[src/rtl/mult_arbiter.sv]
// Arbitrates N_REQ requesters onto one shared multiplier. It uses fixed priority by
// default; define MULT_ARBITER_RR_EN to switch to round-robin arbitration.
package mult_arbiter_pkg;
  localparam int dp_width = 8;
endpackage

module mult_arbiter
  import mult_arbiter_pkg::*;
#(
  parameter int N_REQ    = 4,
  parameter int DP_WIDTH = dp_width
) (
  input  logic                        clk,
  input  logic                        rst,
  input  logic [N_REQ-1:0]            req,
  input  logic [N_REQ*DP_WIDTH-1:0]   req_multiplicand,
  input  logic [N_REQ*DP_WIDTH-1:0]   req_multiplier,
  output logic [N_REQ-1:0]            ack,
  output logic [2*DP_WIDTH-1:0]       product,
  output logic [$clog2(N_REQ)-1:0]    grant_id,
  output logic                        busy,
  output logic                        m_start,
  output logic [DP_WIDTH-1:0]         m_multiplicand,
  output logic [DP_WIDTH-1:0]         m_multiplier,
  input  logic                        m_rdy,
  input  logic [2*DP_WIDTH-1:0]       m_product,
  output logic [2:0]                  dbg_state
);

  localparam int GW = $clog2(N_REQ);

  // Handshake: a requester holds req[i] (operands may change freely) until ack[i];
  // the multiplier takes m_start as a one-cycle command, drops m_rdy while working
  // and raises it alongside a valid m_product.
  typedef enum logic [2:0] {
    S_IDLE   = 3'd0,
    S_ISSUE  = 3'd1,
    S_SETTLE = 3'd2,
    S_WAIT   = 3'd3,
    S_RESP   = 3'd4
  } state_t;

  state_t                state_q, state_d;
  logic [GW-1:0]         grant_q, grant_d;
  logic [DP_WIDTH-1:0]   mcand_q, mcand_d;
  logic [DP_WIDTH-1:0]   mplier_q, mplier_d;
  logic [2*DP_WIDTH-1:0] product_q, product_d;
  logic [N_REQ-1:0]      ack_q, ack_d;
  logic                  m_start_q, m_start_d;
  logic                  busy_q, busy_d;
  logic [GW-1:0]         win;

  // First set request bit found when scanning upward from start, with wrap.
  function automatic logic [GW-1:0] pick(input logic [N_REQ-1:0] r,
                                         input logic [GW-1:0]    start);
    logic [GW-1:0] w;
    logic [GW-1:0] idx;
    w = '0;
    for (int k = N_REQ - 1; k >= 0; k--) begin
      idx = GW'((int'(start) + k) % N_REQ);
      if (r[idx]) w = idx;
    end
    return w;
  endfunction

`ifdef MULT_ARBITER_RR_EN
  logic [GW-1:0] ptr_q, ptr_d;
  assign win = pick(req, ptr_q);
`else
  assign win = pick(req, '0);
`endif

  always_comb begin
    state_d   = state_q;
    grant_d   = grant_q;
    mcand_d   = mcand_q;
    mplier_d  = mplier_q;
    product_d = product_q;
    ack_d     = '0;
`ifdef MULT_ARBITER_RR_EN
    ptr_d     = ptr_q;
`endif
    case (state_q)
      S_IDLE: begin
        if (|req) begin
          grant_d  = win;
          mcand_d  = req_multiplicand[win*DP_WIDTH +: DP_WIDTH];
          mplier_d = req_multiplier[win*DP_WIDTH +: DP_WIDTH];
          state_d  = S_ISSUE;
        end
      end
      S_ISSUE:  state_d = S_SETTLE;
      // m_rdy may still show the previous result here, so it is not looked at.
      S_SETTLE: state_d = S_WAIT;
      S_WAIT: begin
        if (m_rdy) begin
          product_d      = m_product;
          ack_d[grant_q] = 1'b1;
          state_d        = S_RESP;
        end
      end
      S_RESP: begin
        state_d = S_IDLE;
`ifdef MULT_ARBITER_RR_EN
        ptr_d   = (grant_q == GW'(N_REQ - 1)) ? '0 : grant_q + 1'b1;
`endif
      end
      default: state_d = S_IDLE;
    endcase
    m_start_d = (state_d == S_ISSUE);
    busy_d    = (state_d != S_IDLE);
  end

  always_ff @(posedge clk or posedge rst) begin
    if (rst) begin
      state_q   <= S_IDLE;
      grant_q   <= '0;
      mcand_q   <= '0;
      mplier_q  <= '0;
      product_q <= '0;
      ack_q     <= '0;
      m_start_q <= 1'b0;
      busy_q    <= 1'b0;
`ifdef MULT_ARBITER_RR_EN
      ptr_q     <= '0;
`endif
    end else begin
      state_q   <= state_d;
      grant_q   <= grant_d;
      mcand_q   <= mcand_d;
      mplier_q  <= mplier_d;
      product_q <= product_d;
      ack_q     <= ack_d;
      m_start_q <= m_start_d;
      busy_q    <= busy_d;
`ifdef MULT_ARBITER_RR_EN
      ptr_q     <= ptr_d;
`endif
    end
  end

  assign ack            = ack_q;
  assign product        = product_q;
  assign grant_id       = grant_q;
  assign busy           = busy_q;
  assign m_start        = m_start_q;
  assign m_multiplicand = mcand_q;
  assign m_multiplier   = mplier_q;
  assign dbg_state      = state_q;

endmodule

[config.mk]
export PLATFORM = sky130hd
export DESIGN_NAME = mult_arbiter
export DESIGN_NICKNAME = d
export VERILOG_FILES = /design/src/rtl/mult_arbiter.sv
export SDC_FILE = /design/constraint.sdc
export NUM_CORES = 1
export LEC_CHECK = 0
export CORE_ASPECT_RATIO = 1.4
export CORE_UTILIZATION = 36
export DETAILED_ROUTE_END_ITERATION = 8
export PLACE_DENSITY = 0.85
export SYNTH_ARGS = -nofsm -noshare
export SYNTH_HDL_FRONTEND = slang
export SYNTH_SLANG_ARGS = --single-unit
[constraint.sdc]
create_clock -name clk -period 1.5 [get_ports clk]
set_input_delay 0.15 -clock clk [delete_from_list [all_inputs] [get_ports clk]]
set_output_delay 0.15 -clock clk [all_outputs]
set_load 0.01 [all_outputs]
## After elaboration in Yosys (flattened, before gate mapping)

Index checks and enable logic that the tools add are counted.
W data, S select, Z words.

| word-level totals | value |
|---|---|
| output and inout bits | 43 |
| logic and storage cells | 33 |
| bits of input ports | 87 |
| register bits | 43 |

| operators by class | value |
|---|---|
| mux-type cells | 11 |
| eq/ne operators | 4 |
| shift-type cells | 2 |
| $lt $le $gt $ge | 2 |
| reduce and logical (&&, ||, !) cells | 6 |

Operators with widths:

| kind | count |
|---|---|
| $shiftx A32 B6 Y8 | 2 |
| $pmux W3 S4 | 1 |
| $mux W2 | 4 |
| $mux W4 | 2 |
| $eq A3 B1 Y1 const B | 2 |
| $eq A3 B2 Y1 const B | 2 |
| $mux W3 | 2 |
| $reduce_and A2 Y1 | 2 |
| $reduce_or A4 Y1 | 1 |
| $logic_not A3 Y1 | 1 |
| $lt A2 B3 Y1 const B | 1 |
| $reduce_bool A3 Y1 | 1 |
| $demux W1 S2 | 1 |
| $ge A2 B1 Y1 const B | 1 |
| $logic_and A1 B1 Y1 | 1 |
| $mux W1 | 1 |

## Depth between registers and ports, before layout

| depth | value |
|---|---|
| depth in word-level cells | 6 |
| depth in mapped cells | 6 |

## Least setup slack after synthesis

No wires, ideal clock.

| timing path | value |
|---|---|
| path type | register -> register |
| start | reg state_q[2], in the netlist dbg_state[2] |
| end | reg mcand_q[1], in the netlist m_multiplicand[1] |
| data required time | 1.405 ns |
| arrival time | 1.526 ns |
| library setup time | 0.095 ns |
| stages on the path, launching flop included | 6 |
| setup slack | -0.122 ns |
| cell sequence | dfrtp_1 -> or3_4 -> or2_1 -> buf_6 -> buf_6 -> o31ai_1 |

| on the way | value |
|---|---|
| word-level cells in the longest chain between the ends | 2 |

RTL lines:

| item | RTL line | source |
|---|---|---|
| from (decl) | 43 | `state_t state_q, state_d;` |
| from (signal assigned) | 128 | `state_q <= state_d;` |
| $logic_not A3 Y1 | 83 | `case (state_q)` |
| $reduce_and A2 Y1 (no line) | -- |  |
| to (signal assigned) | 130 | `mcand_q <= mcand_d;` |
| to (decl) | 45 | `logic [DP_WIDTH-1:0] mcand_q, mcand_d;` |

No other way between the ends.
A chain may end at the register's enable or synchronous reset.

## Worst setup path after layout

| timing path | value |
|---|---|
| start | reg state_q[1], in the netlist dbg_state[1] |
| end | reg mplier_q[4], in the netlist m_multiplier[4] |

| on the way | value |
|---|---|
| word-level cells in the longest chain between the ends | 2 |

RTL lines:

| item | RTL line | source |
|---|---|---|
| $logic_not A3 Y1 | 83 |  |
| $reduce_and A2 Y1 (no line) | -- |  |
| to (signal assigned) | 131 | `mplier_q <= mplier_d;` |
| to (decl) | 46 | `logic [DP_WIDTH-1:0] mplier_q, mplier_d;` |

No other way between the ends.

==> results.toml <==
[critical_path]
cp.arrival_ns = 1.71
endpoint_kind = "register"
worstPathMaxFanout = 5
crit_type = "register to register"
cp-start-kind = "register"
rr_worst_depth = 4
cp.required_ns = 1.70

[global_route]
antenna_found_initial = 0
track_usage_pct = 19.3
grt_max_degree = 44
grt_overflow_total = 0
grt_pass1_wl_mm = 10.8
grt_pass1_vias = 2356

[yosys]
postSynthAreaPerCell_um2 = 9.73
synth.distinct_cells = 30
synth_fa_ha_area_share_pct = 0
ys_seq_elements = 43
synth_compound_area_share_pct = 20.1
synth_top_family_by_area = "simple AND/OR/NAND/NOR gates"
yosysWarnings = 0
synthesis.nets = 337
synth.mux.area_fraction_pct = 7.41
synthXorXnorAreaFrac_pct = 0
synth-simple-area-share_pct = 23.3
syn_area_um2 = 2430
syn_inst = 250
yosysSeqAreaShare_pct = 44.2

[timing]
finalHoldViolations = 0
finClkSkew_ns = 0.00623
fin_crit_sh_pct = 101
rsz0062_at_grt = "true"
setup_viol = 4
worst_pin_slew_ns = 0.393
slew_violations = 0
setup_slack_ns = -0.0134
relSlewSlack_pct = 73.7
max_freq_mhz = 661
tns_ns = -0.0347
fin_crit_ns = 1.51

[run]
maxCapViolations = 0

[route]
firstDrtPassIters = 4
wl_mm = 6.95
via_count = 2444
drcViolationCount = 0
drt-initial-drc-count = 65
viasPerCell = 5.28
wl_per_cell_um = 15.0
postRouteAntennaNets = 0

[die]
initial_utilization_pct = 37.0
core_um2 = 6570
die_y_um = 99.3
rows = 35
fp.dieArea_um2 = 7090
pin_count = 130
die_w_um = 71.5

[placed_design]
portBuffers = 129
dp_hpwl_mm = 5.19
pre_cts_slack_ns = -0.314
gp_congestion = 0.791
place_area_um2 = 3940
dp_cells = 455

[clock_tree]
hold_buffers = 0
cts_sinks = 43
ctsResizeCount = 7
numCtsBuffers = 5
cts_max_path_buffers = 2
postCtsSetupRepairBufs = 0
clk_pin_slew_ns = 0.08
insertion_delay_ns = 0.29
htreeDepth = 2
cts_tree = "yes"
ctsRootBufferMaster = "clkbuf_8"

[final_layout]
layout-area-overhead-vs-synth_pct = 71.4
final_layout_size_suffix_gt1_share_pct = 18.3
fin_util_pct = 63.5
fin_nets = 475
final_cells = 463
fin_area_um2 = 4170
diodes = 0

[outcome]
violations = "setup timing"
status = "finished with violations"

[min_path]
hold_path_class = "input port to async pin"

[power]
powerDensity_nw_per_um2 = 1410
ir_drop_uv = 752
leakage_nw = 1.65
[cell usage after synthesis]
cell / n / share of area [%]
nand3_1: 1 / 0.21
mux2_2: 16 / 7.4
and3_1: 1 / 0.26
buf_6: 2 / 0.93
nor3_1: 1 / 0.21
a2bb2oi_1: 1 / 0.36
or2_2: 1 / 0.26
o21ai_0: 16 / 3.3
or2_1: 1 / 0.26
buf_4: 1 / 0.31
clkbuf_1: 14 / 2.2
dfrtp_1: 43 / 44
buf_1: 1 / 0.15
inv_2: 1 / 0.15
nor2_1: 23 / 3.5
or3_4: 1 / 0.46
nor3b_1: 33 / 10
o31ai_1: 16 / 4.9
inv_1: 3 / 0.46
nor4bb_1: 1 / 0.41
a21oi_1: 2 / 0.41
o22a_1: 2 / 0.72
buf_2: 4 / 0.82
o21a_1: 15 / 4.6
nor2b_1: 16 / 4.1
nand2_1: 16 / 2.5
o31a_1: 15 / 5.4
a2111oi_0: 1 / 0.36
and3b_1: 1 / 0.36
nor4_2: 1 / 0.51
[flip-flops by register name (all words and copies together), names as in the netlist]
| name | cells |
|---|---|
| ack | 4 |
| busy | 1 |
| dbg_state | 3 |
| grant_id | 2 |
| m_multiplicand | 8 |
| m_multiplier | 8 |
| m_start | 1 |
| product | 16 |
[power by group]
part / switching, mW / leakage [nW] / internal (mW)
registers: 0.287 / 0.524 / 1.70
clock network: 0.387 / 0.0412 / 0.326
logic: 1.28 / 1.08 / 1.92
total: 1.95 / 1.65 / 3.95
[critical path, cell delays in order (launching register included)]
cell and delay [ns]:
dfrtp_1 0.39, or3_4 0.40, or2_4 0.26, buf_6 0.15
o31ai_2 0.24
[cell type report]
type / count / area [um2]
Inverter: 4 / 22.5
Clock inverter: 2 / 12.5
Tap cell: 74 / 92.6
Timing Repair Buffer: 153 / 1510
Clock buffer: 6 / 72.6
Fill cell: 533 / 2400
Sequential cell: 43 / 1080
Multi-Input combinational cell: 181 / 1380
[cells in the final DEF, fill, tap and decap left out, types with 2 or more instances in the layout]
cell and n:
clkdlybuf4s50_1 126, dfrtp_1 41, nor3b_1 33, nor2_1 23
buf_4 20, nor2b_1 16, nand2_1 16, mux2_2 16
o21a_1 15, o31a_1 15, o21ai_0 10, o31ai_2 9
o21ai_1 6, o31ai_4 6, clkbuf_8 5, buf_12 3
or2_4 2, inv_1 2, a21oi_1 2, o22a_1 2
dfrtp_2 2, dlymetal6s2s_1 2
[logic make-up after synthesis]
group / Yosys count
buffers and inverters: 26
AND/OR/NAND/NOR: 97
AO/OA/AOI/OAI: 68
multiplexers: 16
flip-flops: 43
[worst paths after layout]
path	from	to	slack (ns)
max in group asynchronous	rst	dbg_state[0]$_DFF_PP0_	1.07
worst max register to register	dbg_state[1]$_DFF_PP0_	m_multiplier[4]$_DFFE_PP0P_	-0.01
worst max-delay path	dbg_state[1]$_DFF_PP0_	m_multiplier[4]$_DFFE_PP0P_	-0.01
worst min register to register	product[14]$_DFFE_PP0P_	product[14]$_DFFE_PP0P_	0.51
min in group clk	req[0]	m_multiplicand[7]$_DFFE_PP0P_	0.45
worst min-delay path	rst	m_multiplier[3]$_DFFE_PP0P_	0.21
[stage by stage]
| step | hold WS [ns] | power (mW) |
|---|---|---|
| floorplan | 0.302 | 3.26 |
| global placement | 0.488 | 4.84 |
| detailed placement | 0.495 | 4.93 |
| CTS | 0.217 | 5.72 |
| global route | 0.233 | 6.24 |
| finish | 0.215 | 5.90 |
[layer usage]
layer | share of wire [%] | vias to the layer above | GRT usage [%] | wire length [um]
met1 | 40 | 1162 | 22.9 | 2800
met3 | 6.0 | 10 | 3.95 | 415
li1 | - | 1169 | - | -
met4 | 1.4 | 0 | 5.73 | 97
met5 | 0 | - | 0 | 0
met2 | 52 | 103 | 34.7 | 3640
Power figures use the tool's default switching activity.
